==> src/rtl/mux_scanner.sv <==
// Analog mux scanner: walks the enabled slots, samples their lines, then pulses S&H reset.
// Define MUX_SCANNER_CLEAR_EN to zero pulse_in bits of masked-off slots at each complete frame.
module mux_scanner #(
    parameter  int MUX_LINES     = 4,
    parameter  int NUM_LINES     = 2,
    parameter  int SETTLE_CYCLES = 1,
    parameter  int SH_CYCLES     = 1,
    localparam int NUM_INPUTS    = NUM_LINES * MUX_LINES,
    localparam int SW            = (MUX_LINES > 1) ? $clog2(MUX_LINES) : 1,
    localparam int MAXC          = (SETTLE_CYCLES > SH_CYCLES) ? SETTLE_CYCLES : SH_CYCLES,
    localparam int CW            = (MAXC > 1) ? $clog2(MAXC) : 1
) (
    input  logic                      pll_clk,
    input  logic                      reset_n,
    input  logic                      enable,
    input  logic [MUX_LINES-1:0]      slot_mask,
    input  logic [NUM_LINES-1:0]      line_in,
    input  logic [NUM_INPUTS-1:0]     pulse_out,
    input  logic [NUM_INPUTS*2-1:0]   active_line,
    output logic [MUX_LINES-1:0]      mux_out,
    output logic                      sh_reset,
    output logic [NUM_INPUTS-1:0]     pulse_in,
    output logic [NUM_LINES-1:0]      line_out,
    output logic [NUM_LINES*2-1:0]    out_line,
    output logic [SW-1:0]             slot_index,
    output logic                      frame_valid
);

    typedef enum logic [1:0] {IDLE, SELECT, SAMPLE, SH} state_t;

    state_t                    state_q, state_d;
    logic [SW-1:0]             slot_q, slot_d;
    logic [MUX_LINES-1:0]      mask_q, mask_d;
    logic [CW-1:0]             cnt_q, cnt_d;
    logic                      abort_q, abort_d;
    logic [NUM_INPUTS-1:0]     pi_q, pi_d;
    logic [NUM_LINES-1:0]      lo_q, lo_d;
    logic [NUM_LINES*2-1:0]    ol_q, ol_d;
    logic [SW:0]               first, nxt;
    int                        base;

    // Lowest set bit at or above 'from'; MSB of the result flags a hit.
    function automatic logic [SW:0] find_slot(input logic [MUX_LINES-1:0] m,
                                              input int from);
        logic [SW:0] r;
        r = '0;
        for (int i = MUX_LINES - 1; i >= 0; i--) begin
            if (m[i] && i >= from) r = {1'b1, SW'(i)};
        end
        return r;
    endfunction

    always_comb begin
        state_d = state_q;
        slot_d  = slot_q;
        mask_d  = mask_q;
        cnt_d   = cnt_q;
        abort_d = abort_q;
        pi_d    = pi_q;
        lo_d    = lo_q;
        ol_d    = ol_q;
        first   = find_slot(slot_mask, 0);
        nxt     = find_slot(mask_q, int'(slot_q) + 1);
        base    = int'(slot_q) * NUM_LINES;
        unique case (state_q)
            IDLE: begin
                abort_d = 1'b0;
                cnt_d   = '0;
                if (enable) begin
                    mask_d = slot_mask;
                    if (first[SW]) begin
                        state_d = SELECT;
                        slot_d  = first[SW-1:0];
                    end
                end
            end
            SELECT: begin
                if (!enable) begin
                    state_d = SH;
                    cnt_d   = '0;
                    abort_d = 1'b1;
                end else if (cnt_q == CW'(SETTLE_CYCLES - 1)) begin
                    state_d = SAMPLE;
                    cnt_d   = '0;
                end else begin
                    cnt_d = cnt_q + 1'b1;
                end
            end
            SAMPLE: begin
                pi_d[base +: NUM_LINES] = line_in;
                lo_d  = pulse_out[base +: NUM_LINES];
                ol_d  = active_line[base*2 +: NUM_LINES*2];
                cnt_d = '0;
                if (enable && nxt[SW]) begin
                    state_d = SELECT;
                    slot_d  = nxt[SW-1:0];
                end else begin
                    state_d = SH;
                    abort_d = !enable;
`ifdef MUX_SCANNER_CLEAR_EN
                    // Clear lands on the SH entry edge so it is visible with frame_valid.
                    if (enable) begin
                        for (int s = 0; s < MUX_LINES; s++) begin
                            if (!mask_q[s]) pi_d[s*NUM_LINES +: NUM_LINES] = '0;
                        end
                    end
`endif
                end
            end
            SH: begin
                if (cnt_q == CW'(SH_CYCLES - 1)) begin
                    cnt_d   = '0;
                    abort_d = 1'b0;
                    state_d = IDLE;
                    if (enable) begin
                        mask_d = slot_mask;
                        if (first[SW]) begin
                            state_d = SELECT;
                            slot_d  = first[SW-1:0];
                        end
                    end
                end else begin
                    cnt_d = cnt_q + 1'b1;
                end
            end
            default: state_d = IDLE;
        endcase
    end

    always_ff @(posedge pll_clk or negedge reset_n) begin
        if (!reset_n) begin
            state_q <= IDLE;
            slot_q  <= '0;
            mask_q  <= '0;
            cnt_q   <= '0;
            abort_q <= 1'b0;
            pi_q    <= '0;
            lo_q    <= '0;
            ol_q    <= '0;
        end else begin
            state_q <= state_d;
            slot_q  <= slot_d;
            mask_q  <= mask_d;
            cnt_q   <= cnt_d;
            abort_q <= abort_d;
            pi_q    <= pi_d;
            lo_q    <= lo_d;
            ol_q    <= ol_d;
        end
    end

    // Decoded from registered state only, so it stays one-hot across transitions.
    always_comb begin
        mux_out = '0;
        if (state_q == SELECT || state_q == SAMPLE) mux_out = MUX_LINES'(1) << slot_q;
    end

    assign sh_reset    = (state_q == SH);
    assign frame_valid = (state_q == SH) && (cnt_q == '0) && !abort_q;
    assign pulse_in    = pi_q;
    assign line_out    = lo_q;
    assign out_line    = ol_q;
    assign slot_index  = slot_q;

endmodule

==> config.mk <==
export PLATFORM = sky130hd
export DESIGN_NAME = mux_scanner
export DESIGN_NICKNAME = d
export VERILOG_FILES = /design/src/rtl/mux_scanner.sv
export SDC_FILE = /design/constraint.sdc
export NUM_CORES = 1
export LEC_CHECK = 0
export CORE_UTILIZATION = 47
export CTS_CLUSTER_SIZE = 30
export DETAILED_ROUTE_END_ITERATION = 8
export GPL_TIMING_DRIVEN = 0
export PLACE_DENSITY = 0.94
export RECOVER_POWER = 100
export SETUP_SLACK_MARGIN = 0.4
export SLEW_MARGIN = 20
export SYNTH_ARGS = -nofsm -noshare
export SYNTH_HDL_FRONTEND = slang
export SYNTH_SLANG_ARGS = --single-unit
==> constraint.sdc <==
create_clock -name pll_clk -period 3.7 [get_ports pll_clk]
set_input_delay 0.37 -clock pll_clk [delete_from_list [all_inputs] [get_ports pll_clk]]
set_output_delay 0.37 -clock pll_clk [all_outputs]
set_load 0.005 [all_outputs]
==> results by stage <==
Placement:
- The HPWL after detailed placement is 2820 um.
- The total of buffers placed on input and output ports is 54.
- Routability-driven placement finished with a final weighted congestion of 0.830.
- The setup slack after placement is 1110 ps.
- The number of placed instances with taps included is 219.

Yosys:
- Of the total synthesized cell area, the portion taken by full adders, half adders and majority gates is 0.106.
- After synthesis, the largest family of logic cells by area is multiplexers.
- The number of different library cells used by synthesis comes to 25.
- The share of the synthesized netlist area taken by xor and xnor gates is 0.
- The compound-gate portion of the synthesized area is 0.124.
- The net count after synthesis is 179.
- By area the synthesized netlist is led by dfrtp_1 41%, ha_1 11%, mux4_2 9.5%.
- Of the post-synthesis cell area, the dominant cell type holds 0.405.
- The post-synthesis register bit count is 23.
- The post-synthesis average cell area is 10.6 sq um.
- Of the total synthesized cell area, the portion taken by AND, OR, NAND and NOR gates is 0.143.
- The cell area that synthesis handed to floorplanning was 1420 sq um.
- The multiplexer share of the synthesized area is 0.182.
- The library cell occupying the most area in the post-synthesis netlist is dfrtp_1.
- Synthesis handed over a netlist of 134 instances.
- The count of yosys warnings during synthesis is 0.
- The sequential cell area fraction in the yosys report is 0.405.

Worst setup path:
- The peak fanout along the critical path is 10.
- Data on the critical path arrives at its endpoint at 2560 ps.
- STA classifies the critical path endpoint as an output port.
- The combined buffer and inverter count along the critical path is 3.
- The dominant delay contributor by cell family on the critical path is buffers and inverters.
- The slowest stage of the critical path is the dfrtp_1 cell.
- The setup path with the least slack is of type flop to output port.
- The element type at the critical path start is a flop.
- The largest stage delay on the critical path is 560 ps.
- STA puts the critical path data required time at 3330 ps.
- Walking the worst path, the cells encountered are clkbuf_1, inv_1, ha_1, and2_1, clkdlybuf4s50_1.

Die:
- The floorplan step defined a die boundary enclosing 3250 sq um.
- The initial cell density of the core is 0.506.
- After floorplanning, the core was divided into 19 placement rows.
- The horizontal extent of the die is 57.0 um.
- 55 I/O pins were placed.
- The vertical extent of the die is 57.0 um.
- The region available for standard cell placement spans 2810 sq um.

Clock tree:
- The count of hold buffers inserted by post-cts repair is 0.
- No sink is reached through more buffers than the 2 on the longest clock path.
- The TritonCTS clock tree is built.
- The clock buffer count from CTS is 3.
- The number of H-tree levels is 1.
- Clock tree synthesis selected as its root buffer the cell clkbuf_4.
- The later-pin clock latency in the skew report is 310 ps.
- The number of gates given a new drive strength after cts is 0.
- For this design, the sink count on the clock tree is 23.
- Clock-pin slew was measured on the worst setup and hold paths at 130 ps.
- The post-CTS setup buffer count is 0.

Routing:
- The detailed-route vias per instance is 5.71.
- The DRC marker count from the first detailed-route iteration is 28.
- Summed over all layers, the routed wires come to 3480 um.
- For this block, the via count after detailed routing is 1274.
- Once detail routing completed, the nets flagged for antenna violations numbered 0.
- The routed length per placed instance is 15.6 um.
- For this run, the detailed router's first-pass iteration total came to 6.
- The remaining design rule violation count is 4.

Pwr:
- For this design the ratio of total power to cell area is 715 nW/um^2.
- Across the VDD grid, the largest voltage drop is 0.000468 V.
- The leakage power figure is 0.855 nW.

Run status:
- The checks that failed: design-rule violations.
- The run finished, with violations left.

Global routing:
- The first-pass GRT wire length is 5850 um.
- The total grt overflow is 0.
- The global routing usage summed across all routing layers is 0.234.
- The number of antenna violations at the first check in global routing is 0.
- Entering global routing, the biggest net connects 24 pins.
- The number of global-route vias before repair is 1288.

Final layout:
- Once layout is complete, the cells apart from fillers number 223.
- The number of diodes added for antenna fixing is 0.
- The share of final-layout standard cells stronger than drive strength 1 is 0.120.
- The area growth from synthesis to layout is 41.2%.
- The number of nets in the final layout is 238.

STA:
- Setup violations remaining at the end of the flow were counted as 0.
- Dividing the final minimum period by the clock period gives 0.793.
- The slew at the pin closest to its max-slew limit is 1240 ps.
- The final number of max-transition violations is 0.
- Across all hold checks on the routed design, the worst slack comes to 284 ps.
- The count of endpoints failing hold in the final timing report is 0.
- Setup repair after global routing left no endpoint under its margin.
- The worst slew slack as a fraction of its limit is 0.174.
- The achievable clock frequency is 341 MHz.
- The final critical delay including setup and external delays is 2930 ps.
- The worst setup slack after layout is 766 ps.
- The clock tree skew after final layout is 5.88 ps.
- For the final routed database, the setup TNS stands at 0 ps.

Hold path:
- The type of the tightest min-delay check is input pin to asynchronous set/reset pin.

Flow run:
- Across the run, the number of max-cap violations was 0.
cell usage after synthesis, drive strengths merged:
| library cell | instances |
|---|---|
| nor3 | 1 |
| nor2b | 4 |
| a2111oi | 1 |
| ha | 12 |
| o21a | 1 |
| and2 | 6 |
| o32a | 1 |
| mux2 | 11 |
| dfrtp | 23 |
| o41ai | 3 |
| buf | 2 |
| a21oi | 3 |
| clkbuf | 2 |
| o32ai | 1 |
| nand2 | 19 |
| a31oi | 3 |
| o22ai | 1 |
| mux4 | 6 |
| o21ai | 13 |
| nand4b | 1 |
| nor2 | 6 |
| nand3b | 1 |
| inv | 9 |
| nand3 | 4 |
layout by cell type, fill, tap and decap left out, types with 3 or more instances in the layout:
master | netlist | routed
a21oi_1 | 3 | 3
a31oi_1 | 3 | 3
and2_1 | 6 | 5
clkbuf_1 | 2 | 5
clkbuf_4 | 0 | 3
clkdlybuf4s50_1 | 0 | 34
dfrtp_1 | 23 | 23
dlygate4sd3_1 | 0 | 19
ha_1 | 12 | 12
inv_1 | 9 | 9
mux2_2 | 11 | 11
mux4_2 | 6 | 6
nand2_1 | 19 | 19
nand3_1 | 4 | 4
nor2_1 | 6 | 6
nor2b_1 | 4 | 4
o21ai_0 | 13 | 13
o41ai_1 | 2 | 3
worst reg2reg max path, stage by stage, from the launching register on:
cell and delay, ps:
dfrtp_1 560, clkbuf_1 520, inv_1 230, ha_1 320, o21ai_0 220, o21ai_0 220, nor3_2 200, o32a_2 190
mux2_2 330
worst paths after layout:
kind                                           start  cells past startpoint                   endpoint  slack [ps]
setup / recovery           slot_index[0]$_DFFE_PN0P_                      5                 mux_out[0]         770
hold / removal                               reset_n                      1      mask_q[2]$_DFFE_PN0P_         280
setup reg to reg           slot_index[0]$_DFFE_PN0P_                      8  slot_index[1]$_DFFE_PN0P_         800
hold reg to reg              pulse_in[6]$_DFFE_PN0P_                      2    pulse_in[6]$_DFFE_PN0P_         490
max in group asynchronous                    reset_n                      1    line_out[0]$_DFFE_PN0P_        2690
min in group pll_clk         pulse_in[6]$_DFFE_PN0P_                      2    pulse_in[6]$_DFFE_PN0P_         490
through the flow:
| step | util | instance area (sq um) | power [W] |
|---|---|---|---|
| after floorplan | - | 1420 | 0.000965 |
| after global placement | 0.713 | 2000 | 0.00131 |
| after detailed placement | 0.713 | 2000 | 0.00138 |
| after CTS | 0.723 | 2030 | 0.00149 |
| after global routing | 0.715 | 2010 | 0.00155 |
| final | 0.715 | 2010 | 0.00143 |
area by class of cell:
type                            count  area, sq um
Buffer                              4         15.0
Clock buffer                        3         22.5
Clock inverter                      1         5.00
Fill cell                         190          800
Inverter                            9         33.8
Multi-Input combinational cell     98          781
Sequential cell                    23          576
Tap cell                           31         38.8
Timing Repair Buffer               54          534
power breakdown:
part / switching [W] / leakage, nW / internal [W]
Combinational: 0.000401 / 0.553 / 0.000459
Clock: 0.0000760 / 0.0177 / 0.0000404
Sequential: 0.0000876 / 0.284 / 0.000371
Total: 0.000564 / 0.855 / 0.000870
logic make-up (layout without fill, tap and decap cells):
| group | Yosys count | count (layout) |
|---|---|---|
| AND/OR/NAND/NOR | 42 | 42 |
| flip-flops | 23 | 23 |
| adder cells (fa/ha/maj) | 12 | 12 |
| multiplexers | 17 | 17 |
| buffers and inverters | 13 | 71 |
| AO/OA/AOI/OAI | 27 | 27 |
flip-flops by register name, indices dropped and copies added (netlist names):
register and cells:
state_q 2, abort_q 1, out_line 4, pulse_in 8
mask_q 4, slot_index 2, line_out 2
layer usage:
| metal | global-route usage | part of all wire | vias to the layer above |
|---|---|---|---|
| met2 | 0.405 | 0.51 | 60 |
| met3 | 0.0544 | 0.081 | 7 |
| met5 | 0 | 0 | - |
| li1 | - | - | 598 |
| met4 | 0.0906 | 0.017 | 0 |
| met1 | 0.286 | 0.39 | 609 |
(Power assumes the default switching activity.)
